[config.mk]
export PLATFORM = sky130hd
export DESIGN_NAME = stopwatch_ctrl
export DESIGN_NICKNAME = d
export VERILOG_FILES = /design/src/rtl/stopwatch_ctrl_pkg.sv /design/src/rtl/stopwatch_ctrl_review_scroll_timer.sv /design/src/rtl/stopwatch_ctrl.sv
export SDC_FILE = /design/constraint.sdc
export NUM_CORES = 1
export LEC_CHECK = 0
export BUFFER_PORTS_ARGS = -buffer_cell sky130_fd_sc_hd__buf_2
export CAP_MARGIN = 15
export CORE_ASPECT_RATIO = 1.1
export CORE_MARGIN = 4
export CORE_UTILIZATION = 25
export CTS_BUF_LIST = sky130_fd_sc_hd__clkbuf_8 sky130_fd_sc_hd__clkbuf_16
export DETAILED_ROUTE_END_ITERATION = 10
export PLACE_DENSITY = 0.48
export SLEW_MARGIN = 10
export SYNTH_ARGS = -nofsm -noshare
export SYNTH_HDL_FRONTEND = slang
export SYNTH_HIERARCHICAL = 1
export SYNTH_SLANG_ARGS = --single-unit
[constraint.sdc]
create_clock -name clk -period 2.8 [get_ports clk]
set_input_delay 0 -clock clk [delete_from_list [all_inputs] [get_ports clk]]
set_output_delay 0 -clock clk [all_outputs]
set_load 0.02 [all_outputs]
[src/rtl/stopwatch_ctrl_pkg.sv]
// Shared definitions for the stopwatch control FSM and its review scroll timer.
// State encoding doubles as the externally visible mode code.
package stopwatch_ctrl_pkg;

  localparam int MODE_W           = 2;
  localparam int DEF_SCROLL_TICKS = 20;
  localparam int SCROLL_W         = 8;

  typedef enum logic [MODE_W-1:0] {
    ST_IDLE   = 2'b00,
    ST_RUN    = 2'b01,
    ST_STOP   = 2'b10,
    ST_REVIEW = 2'b11
  } state_t;

endpackage

[src/rtl/stopwatch_ctrl_review_scroll_timer.sv]
// Counts timer ticks while reviewing laps; expire is a combinational one-cycle
// flag on the tick that completes SCROLL_TICKS ticks, after which the count restarts.
module review_scroll_timer
  import stopwatch_ctrl_pkg::*;
#(
  parameter int SCROLL_TICKS = DEF_SCROLL_TICKS
) (
  input  logic clk,
  input  logic reset,
  input  logic en,
  input  logic clr,
  input  logic tick,
  output logic expire
);

  localparam logic [SCROLL_W-1:0] LAST = SCROLL_W'(SCROLL_TICKS - 1);

  logic [SCROLL_W-1:0] cnt_q;
  logic [SCROLL_W-1:0] cnt_d;

  assign expire = en & tick & (cnt_q == LAST);

  always_comb begin
    cnt_d = cnt_q;
    if (clr || expire) begin
      cnt_d = '0;
    end else if (en && tick) begin
      cnt_d = cnt_q + SCROLL_W'(1);
    end
  end

  always_ff @(posedge clk) begin
    if (reset) begin
      cnt_q <= '0;
    end else begin
      cnt_q <= cnt_d;
    end
  end

endmodule

[src/rtl/stopwatch_ctrl.sv]
// Stopwatch sequencing FSM: drives counter enable/clear, lap-memory writes and the
// auto-scrolling review address; all outputs are registered.
module stopwatch_ctrl
  import stopwatch_ctrl_pkg::*;
#(
  parameter int ADDR_W       = 2,
  parameter int SCROLL_TICKS = DEF_SCROLL_TICKS
) (
  input  logic              clk,
  input  logic              reset,
  input  logic              start_stop_p,
  input  logic              lap_p,
  input  logic              show_p,
  input  logic              tick,
  output logic              run,
  output logic              cnt_clr,
  output logic              lap_we,
  output logic [ADDR_W-1:0] lap_waddr,
  output logic [ADDR_W:0]   lap_count,
  output logic              full,
  output logic [ADDR_W-1:0] show_addr,
  output logic              show_valid,
  output logic [MODE_W-1:0] mode
);

  localparam int            MEM_SIZE   = 2 ** ADDR_W;
  localparam logic [ADDR_W:0] MEM_SIZE_C = (ADDR_W + 1)'(MEM_SIZE);

  state_t              state_q, state_d;
  logic                run_q, run_d;
  logic                cnt_clr_q, cnt_clr_d;
  logic                lap_we_q, lap_we_d;
  logic [ADDR_W-1:0]   lap_waddr_q, lap_waddr_d;
  logic [ADDR_W:0]     lap_count_q, lap_count_d;
  logic [ADDR_W-1:0]   show_addr_q, show_addr_d;
  logic                show_valid_q, show_valid_d;

  logic scroll_en;
  logic scroll_clr;
  logic scroll_expire;
  logic show_last;

  assign scroll_en = (state_q == ST_REVIEW);
  assign show_last = ({1'b0, show_addr_q} == (lap_count_q - (ADDR_W + 1)'(1)));

  review_scroll_timer #(
    .SCROLL_TICKS(SCROLL_TICKS)
  ) u_scroll (
    .clk    (clk),
    .reset  (reset),
    .en     (scroll_en),
    .clr    (scroll_clr),
    .tick   (tick),
    .expire (scroll_expire)
  );

  always_comb begin
    state_d     = state_q;
    cnt_clr_d   = 1'b0;
    lap_we_d    = 1'b0;
    lap_waddr_d = lap_waddr_q;
    lap_count_d = lap_count_q;
    show_addr_d = show_addr_q;
    scroll_clr  = 1'b0;

    // Button priority: start_stop_p, then lap_p, then show_p.
    unique case (state_q)
      ST_IDLE: begin
        if (start_stop_p) begin
          state_d = ST_RUN;
        end
      end
      ST_RUN: begin
        if (start_stop_p) begin
          state_d = ST_STOP;
        end else if (lap_p && (lap_count_q != MEM_SIZE_C)) begin
          lap_we_d    = 1'b1;
          lap_waddr_d = lap_count_q[ADDR_W-1:0];
          lap_count_d = lap_count_q + (ADDR_W + 1)'(1);
        end
      end
      ST_STOP: begin
        if (start_stop_p) begin
          state_d = ST_RUN;
        end else if (lap_p) begin
          state_d     = ST_IDLE;
          cnt_clr_d   = 1'b1;
          lap_count_d = '0;
          show_addr_d = '0;
        end else if (show_p && (lap_count_q != '0)) begin
          state_d     = ST_REVIEW;
          show_addr_d = '0;
          scroll_clr  = 1'b1;
        end
      end
      ST_REVIEW: begin
        if (start_stop_p) begin
          state_d = ST_RUN;
        end else if (lap_p) begin
          state_d = ST_STOP;
        end else if (show_p || scroll_expire) begin
          // A manual advance and an expiring tick together still move by one.
          show_addr_d = show_last ? '0 : show_addr_q + ADDR_W'(1);
          scroll_clr  = 1'b1;
        end
      end
      default: begin
        state_d = ST_IDLE;
      end
    endcase

    run_d        = (state_d == ST_RUN);
    show_valid_d = (state_d == ST_REVIEW);
  end

  always_ff @(posedge clk) begin
    if (reset) begin
      state_q      <= ST_IDLE;
      run_q        <= 1'b0;
      cnt_clr_q    <= 1'b0;
      lap_we_q     <= 1'b0;
      lap_waddr_q  <= '0;
      lap_count_q  <= '0;
      show_addr_q  <= '0;
      show_valid_q <= 1'b0;
    end else begin
      state_q      <= state_d;
      run_q        <= run_d;
      cnt_clr_q    <= cnt_clr_d;
      lap_we_q     <= lap_we_d;
      lap_waddr_q  <= lap_waddr_d;
      lap_count_q  <= lap_count_d;
      show_addr_q  <= show_addr_d;
      show_valid_q <= show_valid_d;
    end
  end

  assign run        = run_q;
  assign cnt_clr    = cnt_clr_q;
  assign lap_we     = lap_we_q;
  assign lap_waddr  = lap_waddr_q;
  assign lap_count  = lap_count_q;
  assign full       = (lap_count_q == MEM_SIZE_C);
  assign show_addr  = show_addr_q;
  assign show_valid = show_valid_q;
  assign mode       = state_q;

endmodule

==> impl_metrics.tcl <==
set metrics [dict create \
    status "finished clean" \
    netlist_area_mm2 0.00117 \
    die_height_um 79.9 \
    cts.sinks 21 \
    clk_transition_reported_paths_ns 0.08 \
    synth.area.top_cells "dfxtp_1 (36%), a21oi_1 (4.3%), ha_1 (4.3%)" \
    first_global_vias 1016 \
    worstMarginPinSlew_ns 0.362 \
    leakage_uw 0.000508 \
    ctsHtreeMaxLevel 1 \
    synthCells 130 \
    grtUsageTotal_pct 9.68 \
    ys_types 47 \
    hold_viol 0 \
    fin_nets 160 \
    ant_nets 0 \
    yosysTopAreaCellShare_pct 35.8 \
    setup_violations 0 \
    irDropWorstVdd_uv 229 \
    overflow 0 \
    drv_slew 0 \
    wl_per_cell_um 13.0 \
    ctsResizeCount 0 \
    synth.area.mux_share_pct 0 \
    critPathArrivalTime_ns 2.51 \
    fin_crit_ns 2.33 \
    drt-pass1-iter-count 4 \
    yosysMostFrequentCell "dfxtp_1" \
    finalCritPeriodShare_pct 83.1 \
    worstSetupStartpointType "flop" \
    cts_buffer_depth 2 \
    seq_area_frac_synth_pct 35.8 \
    boundaryPins 20 \
    drive_gt1_share_pct 24.8 \
    synthFlopType "dfxtp_1" \
    diodes 0 \
    die_area_mm2 0.00586 \
    maxCapViolCount 0 \
    syn_avg_cell_area_um2 9.03 \
    cts_hold_buf 0 \
    hp-class "input pin to flop" \
    required_ns 2.99 \
    power.density_mw_per_mm2 420 \
    fp.coreArea_mm2 0.00441 \
    worstSetupPathType "flop to flop" \
    insertion_delay_ns 0.26 \
    grt_start_max_net_pins 17 \
    wl_um 2640 \
    synth_xor_area_share_pct 3.73 \
    max_slew_margin_pct 75.7 \
    viasPerCell 5.07 \
    rsz0062_at_grt "no" \
    skew_ns 0.00176 \
    vias 1029 \
    antenna_found_initial 0 \
    synth-edff-count 0 \
    fmax_ghz 0.430 \
    crit_path_end_kind "flop" \
    synth_top_family_by_area "simple AND/OR/NAND/NOR gates" \
    ys_warn_count 6 \
    drtIter0Drc 76 \
    rows 25 \
    yosys.area_share.simple_pct 29.6 \
    synth_compound_area_share_pct 21.6 \
    gp_congestion 0.754 \
    synth_fa_ha_area_share_pct 4.26 \
    area.sequential_um2 420 \
    grt_pass1_wl_um 4550 \
    synthTopCellsByCount "dfxtp_1 (21), nand2_1 (12), a21oi_1 (10)" \
    syn-num-nets 140 \
    root_buffer "clkbuf_8" \
    yosys.area.top_type "dfxtp_1" \
    holdWs_ns 0.0459 \
    start_util_pct 26.6 \
    synth_seq_cells 21 \
    multi_input_area_um2 696 \
    syn_to_final_growth_pct 15.0 \
    cts_setup_buffers 0 \
    n_fill_cell 458 \
    async_reset_ff_share_pct 0 \
    port_buffers 19 \
    dp_hpwl_um 2010 \
    fin_setup_tns_ns 0 \
    reg2reg_setup_slack_ns 0.47 \
    crit_fanout 11 \
    cts_tree "done" \
    drc_errors 0 \
    dieWidth_um 73.3 \
    cts_buffers 3 \
]
[critical path, stage by stage (launching register included)]
cell      delay (ns)
dfxtp_1         0.52
nand2_1         0.14
inv_1           0.17
nand3_2         0.18
nor4_1          0.35
nor3b_2         0.09
a211o_1         0.26
or3b_1          0.40
o211ai_1        0.15
[final timing paths]
kind	depth (start not counted)	end	from
max reg2reg	8	show_addr[1]	mode[0]
min	3	u_scroll/cnt_q[1]	tick
max	8	show_addr[1]	mode[0]
min reg2reg	2	lap_waddr[0]	lap_waddr[0]
[per-layer routing]
layer	part of all wire, %	wire, µm	GRT usage [%]	vias to the layer above
met1	47	1240	11.3	488
met5	0	0	0	-
met2	48	1260	16.7	23
met4	0.38	10	2.17	0
met3	4.5	119	3.53	2
li1	-	-	-	516
[final cells by class]
cell class | count | share of cell area, %
clock buffers | 3 | 3.06
clock inverters | 1 | 0.278
inverters | 7 | 1.95
multi-input cells | 98 | 51.5
flip-flops and latches | 21 | 31.1
well taps | 54 | 5.00
repair buffers | 19 | 7.04
[through the flow]
stage,cells,cell area (µm²),setup slack (ns),total power [µW],util (%)
6_report,203,1350,0.473,567,30.6
5_1_grt,203,1350,0.283,597,30.6
4_1_cts,203,1350,0.449,576,30.6
3_5_place_dp,199,1310,0.464,378,29.6
3_3_place_gp,199,1310,0.585,377,29.6
2_1_floorplan,130,1170,0.617,362,-
[layout by cell type, fill, tap and decap left out, drive strengths merged, types with 2 or more instances in the layout]
master	n
dfxtp	21
buf	19
nand2	12
a21oi	11
o21ai	8
inv	7
nor2	5
nand3	5
nor4	4
ha	4
nand4	4
or3	4
nand2b	4
and2b	4
o31ai	3
xor2	3
clkbuf	3
nor3	2
or4	2
a211oi	2
xnor2	2
a211o	2
[power breakdown]
group / internal [µW] / leakage [µW] / switching, µW
sequential: 304 / 0.000170 / 7.20
combinational: 23.5 / 0.000311 / 36.5
clock: 97.7 / 0.0000269 / 98.6
[sequential cells by signal, indices dropped and copies added (netlist names)]
signal and flops:
cnt_clr 1, u_scroll/cnt_q 8, lap_we 1, show_valid 1
lap_count 3, mode 2, run 1, show_addr 2
lap_waddr 2
[kinds of logic (layout without fill, tap and decap cells)]
| logic type | after synthesis | after routing |
|---|---|---|
| compound gates | 34 | 34 |
| xor+xnor | 5 | 5 |
| fa+ha+maj | 4 | 4 |
| buf+inv | 11 | 30 |
| flops | 21 | 21 |
| simple gates | 55 | 55 |
Power figures use the tool's default switching activity.
